File: config.mk
export PLATFORM = sky130hd
export DESIGN_NAME = pzbcm_fifo_push_arbiter
export DESIGN_NICKNAME = d
export VERILOG_FILES = /design/src/rtl/pzbcm_fifo_push_arbiter.sv
export SDC_FILE = /design/constraint.sdc
export NUM_CORES = 1
export LEC_CHECK = 0
export CAP_MARGIN = 25
export CORE_UTILIZATION = 29
export CTS_CLUSTER_DIAMETER = 60
export DETAILED_ROUTE_END_ITERATION = 12
export GPL_ROUTABILITY_DRIVEN = 0
export PLACE_DENSITY_LB_ADDON = 0.05
export SYNTH_ARGS = -nofsm -noshare
export SYNTH_HDL_FRONTEND = slang
export SYNTH_SLANG_ARGS = --single-unit
File: constraint.sdc
create_clock -name i_clk -period 1.5 [get_ports i_clk]
set_clock_uncertainty 0.1 [all_clocks]
set_input_delay 0.15 -clock i_clk [delete_from_list [all_inputs] [get_ports i_clk]]
set_output_delay 0.15 -clock i_clk [all_outputs]
set_load 0.01 [all_outputs]
File: src/rtl/pzbcm_fifo_push_arbiter.sv
// Packet-level round-robin arbiter for the push side of a shared FIFO; a grant is held until the last beat of a packet is accepted.
// Optional per-requester saturating push counters are enabled with `define PZBCM_FIFO_PUSH_ARBITER_COUNT_EN.
module pzbcm_fifo_push_arbiter #(
    parameter int  REQUESTERS  = 2,
    parameter int  WIDTH       = 8,
    parameter type TYPE        = logic [WIDTH-1:0],
    parameter int  COUNT_WIDTH = 16
) (
    input  logic                  i_clk,
    input  logic                  i_rst,
    input  logic [REQUESTERS-1:0] i_valid,
    output logic [REQUESTERS-1:0] o_ready,
    input  logic [REQUESTERS-1:0] i_last,
    input  TYPE                   i_data [REQUESTERS],
    output logic                  o_push,
    output TYPE                   o_data,
    input  logic                  i_full,
    input  logic                  i_almost_full,
`ifdef PZBCM_FIFO_PUSH_ARBITER_COUNT_EN
    output logic [REQUESTERS-1:0][COUNT_WIDTH-1:0] o_push_count,
`endif
    output logic [REQUESTERS-1:0] o_grant
);
    localparam int PTR_W = (REQUESTERS > 1) ? $clog2(REQUESTERS) : 1;
    typedef logic [PTR_W-1:0] ptr_t;
    typedef enum logic {IDLE, BUSY} state_t;

    state_t                state_q, state_d;
    logic [REQUESTERS-1:0] grant_q, grant_d;
    ptr_t                  ptr_q, ptr_d;
    ptr_t                  owner;
    ptr_t                  next_ptr;
    logic [REQUESTERS-1:0] others;
    logic                  last_accept;

    // First requester at or after ptr, cyclically; lower k wins because it is assigned last.
    function automatic logic [REQUESTERS-1:0] rr_pick(input logic [REQUESTERS-1:0] req, input ptr_t ptr);
        logic [REQUESTERS-1:0] pick;
        pick = '0;
        for (int k = REQUESTERS - 1; k >= 0; k--) begin
            for (int i = 0; i < REQUESTERS; i++) begin
                if (req[i] && (((int'(ptr) + k) % REQUESTERS) == i)) begin
                    pick    = '0;
                    pick[i] = 1'b1;
                end
            end
        end
        return pick;
    endfunction

    always_comb begin
        owner  = '0;
        o_data = i_data[0];
        for (int i = 0; i < REQUESTERS; i++) begin
            if (grant_q[i]) begin
                owner  = ptr_t'(i);
                o_data = i_data[i];
            end
        end
        next_ptr    = (int'(owner) == REQUESTERS - 1) ? '0 : owner + 1'b1;
        o_ready     = grant_q & {REQUESTERS{~i_full}};
        o_push      = |(i_valid & o_ready);
        last_accept = |(i_valid & o_ready & i_last);
        others      = i_valid & ~grant_q;
        o_grant     = grant_q;
    end

    always_comb begin
        state_d = state_q;
        grant_d = grant_q;
        ptr_d   = ptr_q;
        case (state_q)
            IDLE: begin
                if (|i_valid && !i_almost_full) begin
                    grant_d = rr_pick(i_valid, ptr_q);
                    state_d = BUSY;
                end
            end
            BUSY: begin
                if (last_accept) begin
                    ptr_d = next_ptr;
                    // Hand over in the same edge so back-to-back packets have no bubble.
                    if (|others && !i_almost_full) begin
                        grant_d = rr_pick(others, next_ptr);
                    end else begin
                        grant_d = '0;
                        state_d = IDLE;
                    end
                end
            end
            default: begin
                grant_d = '0;
                state_d = IDLE;
            end
        endcase
    end

    always_ff @(posedge i_clk) begin
        if (i_rst) begin
            state_q <= IDLE;
            grant_q <= '0;
            ptr_q   <= '0;
        end else begin
            state_q <= state_d;
            grant_q <= grant_d;
            ptr_q   <= ptr_d;
            assert (!(o_push && i_full));
            assert ($onehot0(grant_q));
        end
    end

`ifdef PZBCM_FIFO_PUSH_ARBITER_COUNT_EN
    logic [REQUESTERS-1:0][COUNT_WIDTH-1:0] count_q, count_d;

    always_comb begin
        count_d = count_q;
        for (int i = 0; i < REQUESTERS; i++) begin
            if (i_valid[i] && o_ready[i] && (count_q[i] != '1)) begin
                count_d[i] = count_q[i] + 1'b1;
            end
        end
    end

    always_ff @(posedge i_clk) begin
        if (i_rst) begin
            count_q <= '0;
        end else begin
            count_q <= count_d;
        end
    end

    assign o_push_count = count_q;
`endif

endmodule

==> results of run 1 <==
-- per-stage QoR --
step | util [%] | instances | total power, mW
final | 71.6 | 112 | 0.478
after global routing | 71.6 | 112 | 0.502
after CTS | 68.0 | 111 | 0.471
after detailed placement | 64.8 | 105 | 0.320
after global placement | 64.8 | 105 | 0.317
after floorplan | - | 46 | 0.191
-- worst register-to-register path: stages, from the launching register on --
cell,delay [ns]
sky130_fd_sc_hd__dfxtp_4,0.36
sky130_fd_sc_hd__buf_6,0.10
sky130_fd_sc_hd__buf_6,0.09
sky130_fd_sc_hd__inv_2,0.04
sky130_fd_sc_hd__buf_6,0.11
sky130_fd_sc_hd__mux2_4,0.24
sky130_fd_sc_hd__a221o_1,0.30
sky130_fd_sc_hd__a21oi_2,0.14
-- flip-flops by register name (all words and copies together) (netlist names) --
register,cells
o_grant,2
ptr_q,1
state_q,1
-- how the worst max path moves through the flow --
stage                                       start                 endpoint  depth (start not counted)
after floorplan           o_grant[0]$_SDFFE_PP0P_  o_grant[0]$_SDFFE_PP0P_                          4
after global placement                 i_valid[0]  o_grant[0]$_SDFFE_PP0P_                          5
after detailed placement               i_valid[0]  o_grant[0]$_SDFFE_PP0P_                          5
after CTS                 o_grant[1]$_SDFFE_PP0P_                o_data[6]                          5
after global routing      o_grant[1]$_SDFFE_PP0P_  o_grant[1]$_SDFFE_PP0P_                          7
final                     o_grant[1]$_SDFFE_PP0P_                o_data[6]                          5
-- cells in the mapped netlist --
library cell / n / share of area (%)
sky130_fd_sc_hd__buf_2: 1 / 1.2
sky130_fd_sc_hd__nor2b_1: 1 / 1.5
sky130_fd_sc_hd__o311ai_0: 1 / 2.2
sky130_fd_sc_hd__mux2_1: 1 / 2.8
sky130_fd_sc_hd__or2b_1: 2 / 3.7
sky130_fd_sc_hd__o31ai_1: 1 / 1.9
sky130_fd_sc_hd__buf_6: 1 / 2.8
sky130_fd_sc_hd__o21ai_4: 1 / 4.0
sky130_fd_sc_hd__o21ai_0: 5 / 6.2
sky130_fd_sc_hd__a31oi_1: 1 / 1.5
sky130_fd_sc_hd__mux2_2: 8 / 22
sky130_fd_sc_hd__nor2_1: 3 / 2.8
sky130_fd_sc_hd__dfxtp_1: 4 / 20
sky130_fd_sc_hd__a21oi_2: 1 / 2.2
sky130_fd_sc_hd__a22o_1: 1 / 2.2
sky130_fd_sc_hd__a21oi_1: 2 / 2.5
sky130_fd_sc_hd__nand2_1: 3 / 2.8
sky130_fd_sc_hd__a211o_2: 1 / 2.5
sky130_fd_sc_hd__and4b_4: 2 / 6.8
sky130_fd_sc_hd__inv_1: 2 / 1.9
sky130_fd_sc_hd__buf_4: 1 / 1.9
sky130_fd_sc_hd__a221o_1: 1 / 2.5
sky130_fd_sc_hd__nand3_1: 2 / 2.5
-- area by class of cell --
cell class                      count  area [sq um]  share of cell area, %
Sequential cell                     4          85.1                   9.13
Clock buffer                        3          22.5                   2.42
Tap cell                           15          18.8                   2.01
Timing Repair Buffer               51           483                   51.8
Inverter                            2          7.51                  0.805
Multi-Input combinational cell     37           315                   33.8
-- layer usage --
layer	part of all wire, %	vias up
met5	0	-
li1	-	275
met3	6.3	0
met2	54	20
met4	0	0
met1	40	266
-- timing repair --
action                                  4_1_cts  5_1_grt
pin swaps                                     3        7
endpoints found under the setup margin       15        9
endpoints found under the hold margin         0        0
resized for setup                            56        9
cloned                                        0        0
setup buffers                                 3        1
hold buffers                                  0        0
-- power groups by stage --
| stage | combinational, mW | sequential [mW] | clock (mW) |
|---|---|---|---|
| 2_1_floorplan | 0.0725 | 0.118 | 0 |
| 3_3_place_gp | 0.194 | 0.123 | 0 |
| 3_5_place_dp | 0.197 | 0.123 | 0 |
| 4_1_cts | 0.204 | 0.119 | 0.148 |
| 5_1_grt | 0.232 | 0.120 | 0.151 |
| 6_report | 0.218 | 0.120 | 0.140 |
-- cells by family (layout without fill, tap and decap cells) --
logic type,Yosys count,in the layout,share of synthesized area (%)
AO/OA/AOI/OAI,15,15,27.5
AND/OR/NAND/NOR,13,13,20.1
multiplexers,9,9,25.0
buffers and inverters,5,56,7.72
flip-flops,4,4,19.8
==> run summary, run 1 <==
The run finished, with violations left. The checks that failed: negative setup slack. Leaving out fill and tap cells, the most frequent cells in the layout are sky130_fd_sc_hd__clkdlybuf4s50_1, sky130_fd_sc_hd__buf_6, sky130_fd_sc_hd__buf_4. After synthesis, the mean cell area works out to 8.81 sq um. The total leakage power is 0.416 nW.

The most common cell after layout, fill and taps aside is sky130_fd_sc_hd__clkdlybuf4s50_1. The met2 global-route usage is 41.7%. The worst setup path is launched from a register. The classification of the worst-slack hold path is register to register. The cell area after placement came out at 843 sq um. The total inserted antenna cells is 0. Along the worst hold path, the cell count comes to 2. The insertion delay of the later-clocked pin in the worst-skew pair came out at 0.24 ns. In the routed design, unresolved DRC markers number 0.

The total number of yosys warnings is 0. The number of top-level pins came out at 37. The global-route congestion overflow total is 0. The net count of the mapped netlist came out at 70. Traced cell by cell, the critical path runs through buf_6, buf_6, buf_6, mux2_4, buf_6. The met1 track demand over resource is 25.8%. The maximum clock path buffer count is 2. Data on the critical path arrives at its endpoint at 1.33 ns. The clock share of power came out at 29.3%. The routed via count divided by cell count came out at 5.01. The worst setup path is of the register to primary output kind.

The largest net degree at the start of global routing came out at 8. The worst path required time is 1.25 ns. In this run switching power makes up 27.9% of total power. The combinational share of power came out at 45.6%. The switching power total is 0.133 mW.

The number of setup violations in the final report is 9. The row count came out at 13. The layout net count came out at 123.

The area added between synthesis and finish is 130%. After detailed routing, the average wire length per cell comes to 14.8 um. The worst path setup slack after routing is -0.0838 ns. The count of filler cells inserted in the layout came out at 104. The slowest stage of the critical path belongs to the cell sky130_fd_sc_hd__dfxtp_4. The routed design has 1660 um of wire. The post-synthesis instance area came out at 405 sq um. Across the run, the number of max-cap violations was 0.

The initial antenna violation count is 0. The post-route minimum period came out at 1.58 ns. The initial core utilization came out at 31.2%. The hold violation count in the final report came out at 0. The met3 track demand over resource is 5.11%. The worst flop-to-flop path startpoint is o_grant[1]$_SDFFE_PP0P_. TritonCTS built the clock tree. The first global-routing pass estimated 2390 um of wire. Together, buffers and inverters on the worst path number 4.

The critical path's most frequent cell is sky130_fd_sc_hd__buf_6. The max-slew violation total from the final report was 0. The floorplan step set the die width to 39.4 um. For the pin with the worst max-slew slack, the measured transition is 0.518 ns. The worst-case reg-to-reg path depth is 7. The share of the Yosys chip area taken by registers is 19.8%.

The area enclosed by the die boundary is 0.00155 sq mm. The number of nets with antenna violations after routing came out at 0. The endpoint identified for the worst register-to-register timing path is o_grant[0]$_SDFFE_PP0P_. Counting the buffers created by CTS gives 3. The number of I/O port buffers came out at 36. The number of clock sinks is 4. The tree is rooted in a sky130_fd_sc_hd__clkbuf_4. The fraction of layout cells with a size suffix above 1 came out at 50.5%.

The final hold slack came out at 0.411 ns. The worst setup slack for register-to-register paths is -0.06 ns. The headroom to the max-slew limit came out at 65.1%. The share of total power dissipated in sequential elements is 25.1%. The worst slack at placement came out at -0.232 ns.

The worst-case IR drop observed on VDD is 0.000285 V. The internal power is 0.344 mW. The vertical die dimension is 39.4 um. The clock edge transition at the registers on the reported setup and hold paths came out at 0.04 ns. The path with the worst hold slack has its endpoint at ptr_q$_SDFFE_PP0P_. The endpoint type of the worst setup path is a primary output. Counting distinct cell types in the post-synthesis netlist gives 23. The via count of the routed design came out at 561. The count of routing violations after the opening detailed-route iteration came out at 11.

The depth of the CTS H-tree came out at 1. Setup total negative slack on the finished layout was measured at -0.383 ns. The maximum clock frequency is 631 MHz. On the worst path, the slowest cell contributes a delay of 0.35 ns. Once layout is done, the placed cells without fillers occupy 932 sq um. Counting flops and latches in the post-synthesis netlist gives 4. The biggest fanout along the worst timing path is 3. In this run the most used layer during global routing was met2. The synthesized instance count is 46.

The count of TritonRoute iterations in the first routing pass came out at 4. Among cell families on the critical path, the largest total delay comes from buffers and inverters. The portion of the clock cycle consumed by the worst path in the final layout came out at 106%. The global router's overall resource usage came out at 24.0%.

Setup repair after global routing could not meet its margin everywhere. The startpoint of the lowest-slack hold path is ptr_q$_SDFFE_PP0P_. The via count of the first global-routing pass came out at 538. The post-detailed-placement half-perimeter wirelength came out at 1210 um.

The core area is 0.00130 sq mm. Power spread over the standard cell area amounts to 512 mW/mm^2.
(Power assumes the default switching activity.)
==> inputs of run 2 (changes only) <==
--- a/config.mk
+++ b/config.mk
@@ -11,6 +11,7 @@
 export DETAILED_ROUTE_END_ITERATION = 12
 export GPL_ROUTABILITY_DRIVEN = 0
 export PLACE_DENSITY_LB_ADDON = 0.05
+export SETUP_SLACK_MARGIN = 0.1
 export SYNTH_ARGS = -nofsm -noshare
 export SYNTH_HDL_FRONTEND = slang
 export SYNTH_SLANG_ARGS = --single-unit
==> run summary, run 2 (synthesized netlist as in run 1, its figures left out) <==
The count of hold buffers inserted by post-cts repair was 0 (unchanged). The row count is 13 (unchanged). The number of top-level pins is 37 (unchanged).

The worst setup path is captured at a primary output. The via count of the routed design was 553 (-1.4%). The routed via count divided by cell count came out at 4.94 (-1.4%). The total inserted antenna cells is 0 (unchanged). The kind of critical path is register to primary output.

The first-pass GRT wire length is 2370 um (-1.2%). The sum of routed wire length over all layers came out at 1610 um (-2.7%). The highest cell delay on the worst timing path came out at 0.36 ns (about the same).

The area added between synthesis and finish is 131%. The vertical die dimension came out at 39.4 um (unchanged). Counting stages on the worst path, the most repeated cell is sky130_fd_sc_hd__buf_6. The signal on the critical path passes through buf_4, buf_6, mux2_4, buf_6. The area enclosed by the die boundary came out at 0.00155 sq mm (unchanged). The flip-flop count of the largest register, all copies and words added came to 2 (unchanged).

The number of nets with antenna violations after routing came to 0 (unchanged). The wire length per cell after detailed routing came out at 14.4 um (-2.7%). The number of setup violations in the final report came out at 3 (-6).

The initial antenna violation count came out at 0 (unchanged). The endpoint of the lowest-slack register-to-register path is o_grant[0]$_SDFFE_PP0P_. The core area came out at 0.00130 sq mm (unchanged). The depth of the CTS H-tree is 1 (unchanged). After global routing, the most crowded layer is met2. The clock tree from TritonCTS is yes. The cell area after placement came out at 843 sq um (unchanged).

The clock tree root buffer cell is sky130_fd_sc_hd__clkbuf_4. The count of TritonRoute iterations in the first routing pass is 4 (unchanged). The post-detailed-placement half-perimeter wirelength is 1210 um (unchanged). The number of non-filler instances in the completed layout is 112 (unchanged).

The layout net count is 123 (unchanged). The clock edge transition at the registers on the reported setup and hold paths is 0.04 ns (about the same). The combinational share of power is 44.6% (-1.0 points). The switching power total came out at 0.138 mW (+3.3%). The hold violation count in the final report was 0 (unchanged). The run finished, with violations left. The arrival time of the worst setup path came out at 1.27 ns (-0.06 ns). The classification of the worst-slack hold path is primary input to register. The final design area excluding fillers was 936 sq um (+0.40%). The met2 global-route usage is 40.0% (-1.7 points). In the layout the commonest cells are sky130_fd_sc_hd__clkdlybuf4s50_1, sky130_fd_sc_hd__buf_6, sky130_fd_sc_hd__buf_4. The via count of the first global-routing pass is 526 (-2.2%). The slew of the pin with the lowest slew margin came out at 0.513 ns (-0.00499 ns). The slowest stage of the critical path is the sky130_fd_sc_hd__dfxtp_4 cell.

The clock share of power is 30.0% (+0.7 points). The count of routing violations after the opening detailed-route iteration is 7 (-4). The global router's overall resource usage came to 23.8% (-0.24 points). The maximum clock frequency is 658 MHz (+4.3%). The type of origin of the critical path is a register. The startpoint identified for the worst hold timing path is i_valid[0]. The worst register-to-register path begins at o_grant[1]$_SDFFE_PP0P_. The global-route congestion overflow total came out at 0 (unchanged).

The initial core utilization was 31.2% (unchanged). The number of placed cells counting well taps is 105 (unchanged). The largest net degree at the start of global routing was 8 (unchanged). The insertion delay of the later-clocked pin in the worst-skew pair came out at 0.24 ns (about the same). The internal power is 0.342 mW (-0.78%).

The worst path setup slack after routing is -0.0190 ns (+0.0648 ns). The sequential fraction of design power came out at 25.4% (+0.3 points). The post-route minimum period came out at 1.52 ns (-0.0648 ns). The chip width came to 39.4 um (unchanged).

The max capacitance violation total came out at 0 (unchanged). The worst slack at placement is -0.232 ns (unchanged). The met3 track demand over resource is 6.25% (+1.1 points).

The total leakage power came out at 0.416 nW (about the same). The number of CTS-inserted buffers is 3 (unchanged). The number of clock sinks came out at 4 (unchanged). The worst path required time is 1.25 ns (about the same). The worst setup slack for register-to-register paths came to -0.01 ns (+0.05 ns). The worst hold path stage count is 3 (+1). The path with the worst hold slack has its endpoint at state_q$_SDFF_PP0_.

The number of I/O port buffers came out at 36 (unchanged). The checks that failed: negative setup slack. The max-slew violation total from the final report is 0 (unchanged). The switching fraction of total power is 28.8% (+0.83 points). The fraction of layout cells with a size suffix above 1 is 51.5% (+1.0 points).

The number of remaining DRC errors is 0 (unchanged). The maximum clock path buffer count came out at 2 (unchanged). The maximum vdd ir drop was 0.000273 V (-4.3%). The most common cell after layout, fill and taps aside is sky130_fd_sc_hd__clkdlybuf4s50_1.

The met1 track demand over resource is 25.8% (unchanged). The headroom to the max-slew limit is 65.4% (+0.34 points). The portion of the clock cycle consumed by the worst path in the final layout is 101% (-4.3 points). The areal power density over the cells came out at 512 mW/mm^2 (about the same). The biggest fanout along the worst timing path came out at 7 (+4).

Setup repair after global routing could not meet its margin everywhere. The worst-case reg-to-reg path depth came out at 6 (-1).
run 2: cell types whose count changed in the layout (fill, tap and decap cells not counted), moves of 2 or more:
cell / change
sky130_fd_sc_hd__buf_2: +2
sky130_fd_sc_hd__mux2_4: +3
sky130_fd_sc_hd__o21ai_1: +2
sky130_fd_sc_hd__clkdlybuf4s50_1: -3
sky130_fd_sc_hd__dlygate4sd2_1: +4
sky130_fd_sc_hd__mux2_2: -3
sky130_fd_sc_hd__o21ai_0: -2
run 2: how the worst max path moves through the flow:
stage                       startpoint                       to  slack, ns
3_5_place_dp                i_valid[0]  o_grant[0]$_SDFFE_PP0P_      -0.23
2_1_floorplan  o_grant[0]$_SDFFE_PP0P_  o_grant[0]$_SDFFE_PP0P_       0.14
6_report       o_grant[1]$_SDFFE_PP0P_                o_data[4]      -0.02
4_1_cts        o_grant[1]$_SDFFE_PP0P_  o_grant[0]$_SDFFE_PP0P_      -0.05
5_1_grt        o_grant[1]$_SDFFE_PP0P_  o_grant[0]$_SDFFE_PP0P_      -0.06
3_3_place_gp                i_valid[0]  o_grant[0]$_SDFFE_PP0P_      -0.20
run 2: area by class of cell:
cell class              count  area, sq um
repair buffers             51          467
fillers                   106          365
flip-flops and latches      4         85.1
clock buffers               3         22.5
multi-input cells          37          333
well taps                  15         18.8
inverters                   2         10.0
run 2: per-stage QoR:
step	hold slack, ns	utilization [%]	power [mW]	TNS [ns]
5_1_grt	0.431	71.9	0.502	-0.242
2_1_floorplan	0.112	-	0.191	0
3_5_place_dp	0.367	64.8	0.320	-2.20
4_1_cts	0.399	68.7	0.468	-0.122
3_3_place_gp	0.366	64.8	0.317	-1.92
6_report	0.394	71.9	0.479	-0.0379
run 2: critical path: cells and delay by family, from the launching register on:
family / cells / cell delay, ns
multiplexers: 1 / 0.29
flip-flops: 1 / 0.36
buffers and inverters: 3 / 0.37
run 2: repair_timing:
action,4_1_cts,5_1_grt
setup endpoints to repair,17,12
hold endpoints to repair,0,0
setup buffers,5,2
pin swaps,2,8
gates resized for setup,59,17
run 2: routing by layer:
| metal | vias to the layer above | part of all wire [%] |
|---|---|---|
| li1 | 274 | - |
| met1 | 257 | 40 |
| met2 | 19 | 52 |
| met3 | 3 | 6.6 |
| met4 | 0 | 1.5 |
| met5 | - | 0 |
run 2: power by group through the flow:
stage	clock (mW)	combinational (mW)	sequential (mW)
after floorplan	0	0.0725	0.118
after global placement	0	0.194	0.123
after detailed placement	0	0.197	0.123
after CTS	0.148	0.200	0.120
after global routing	0.151	0.229	0.122
final	0.144	0.214	0.122
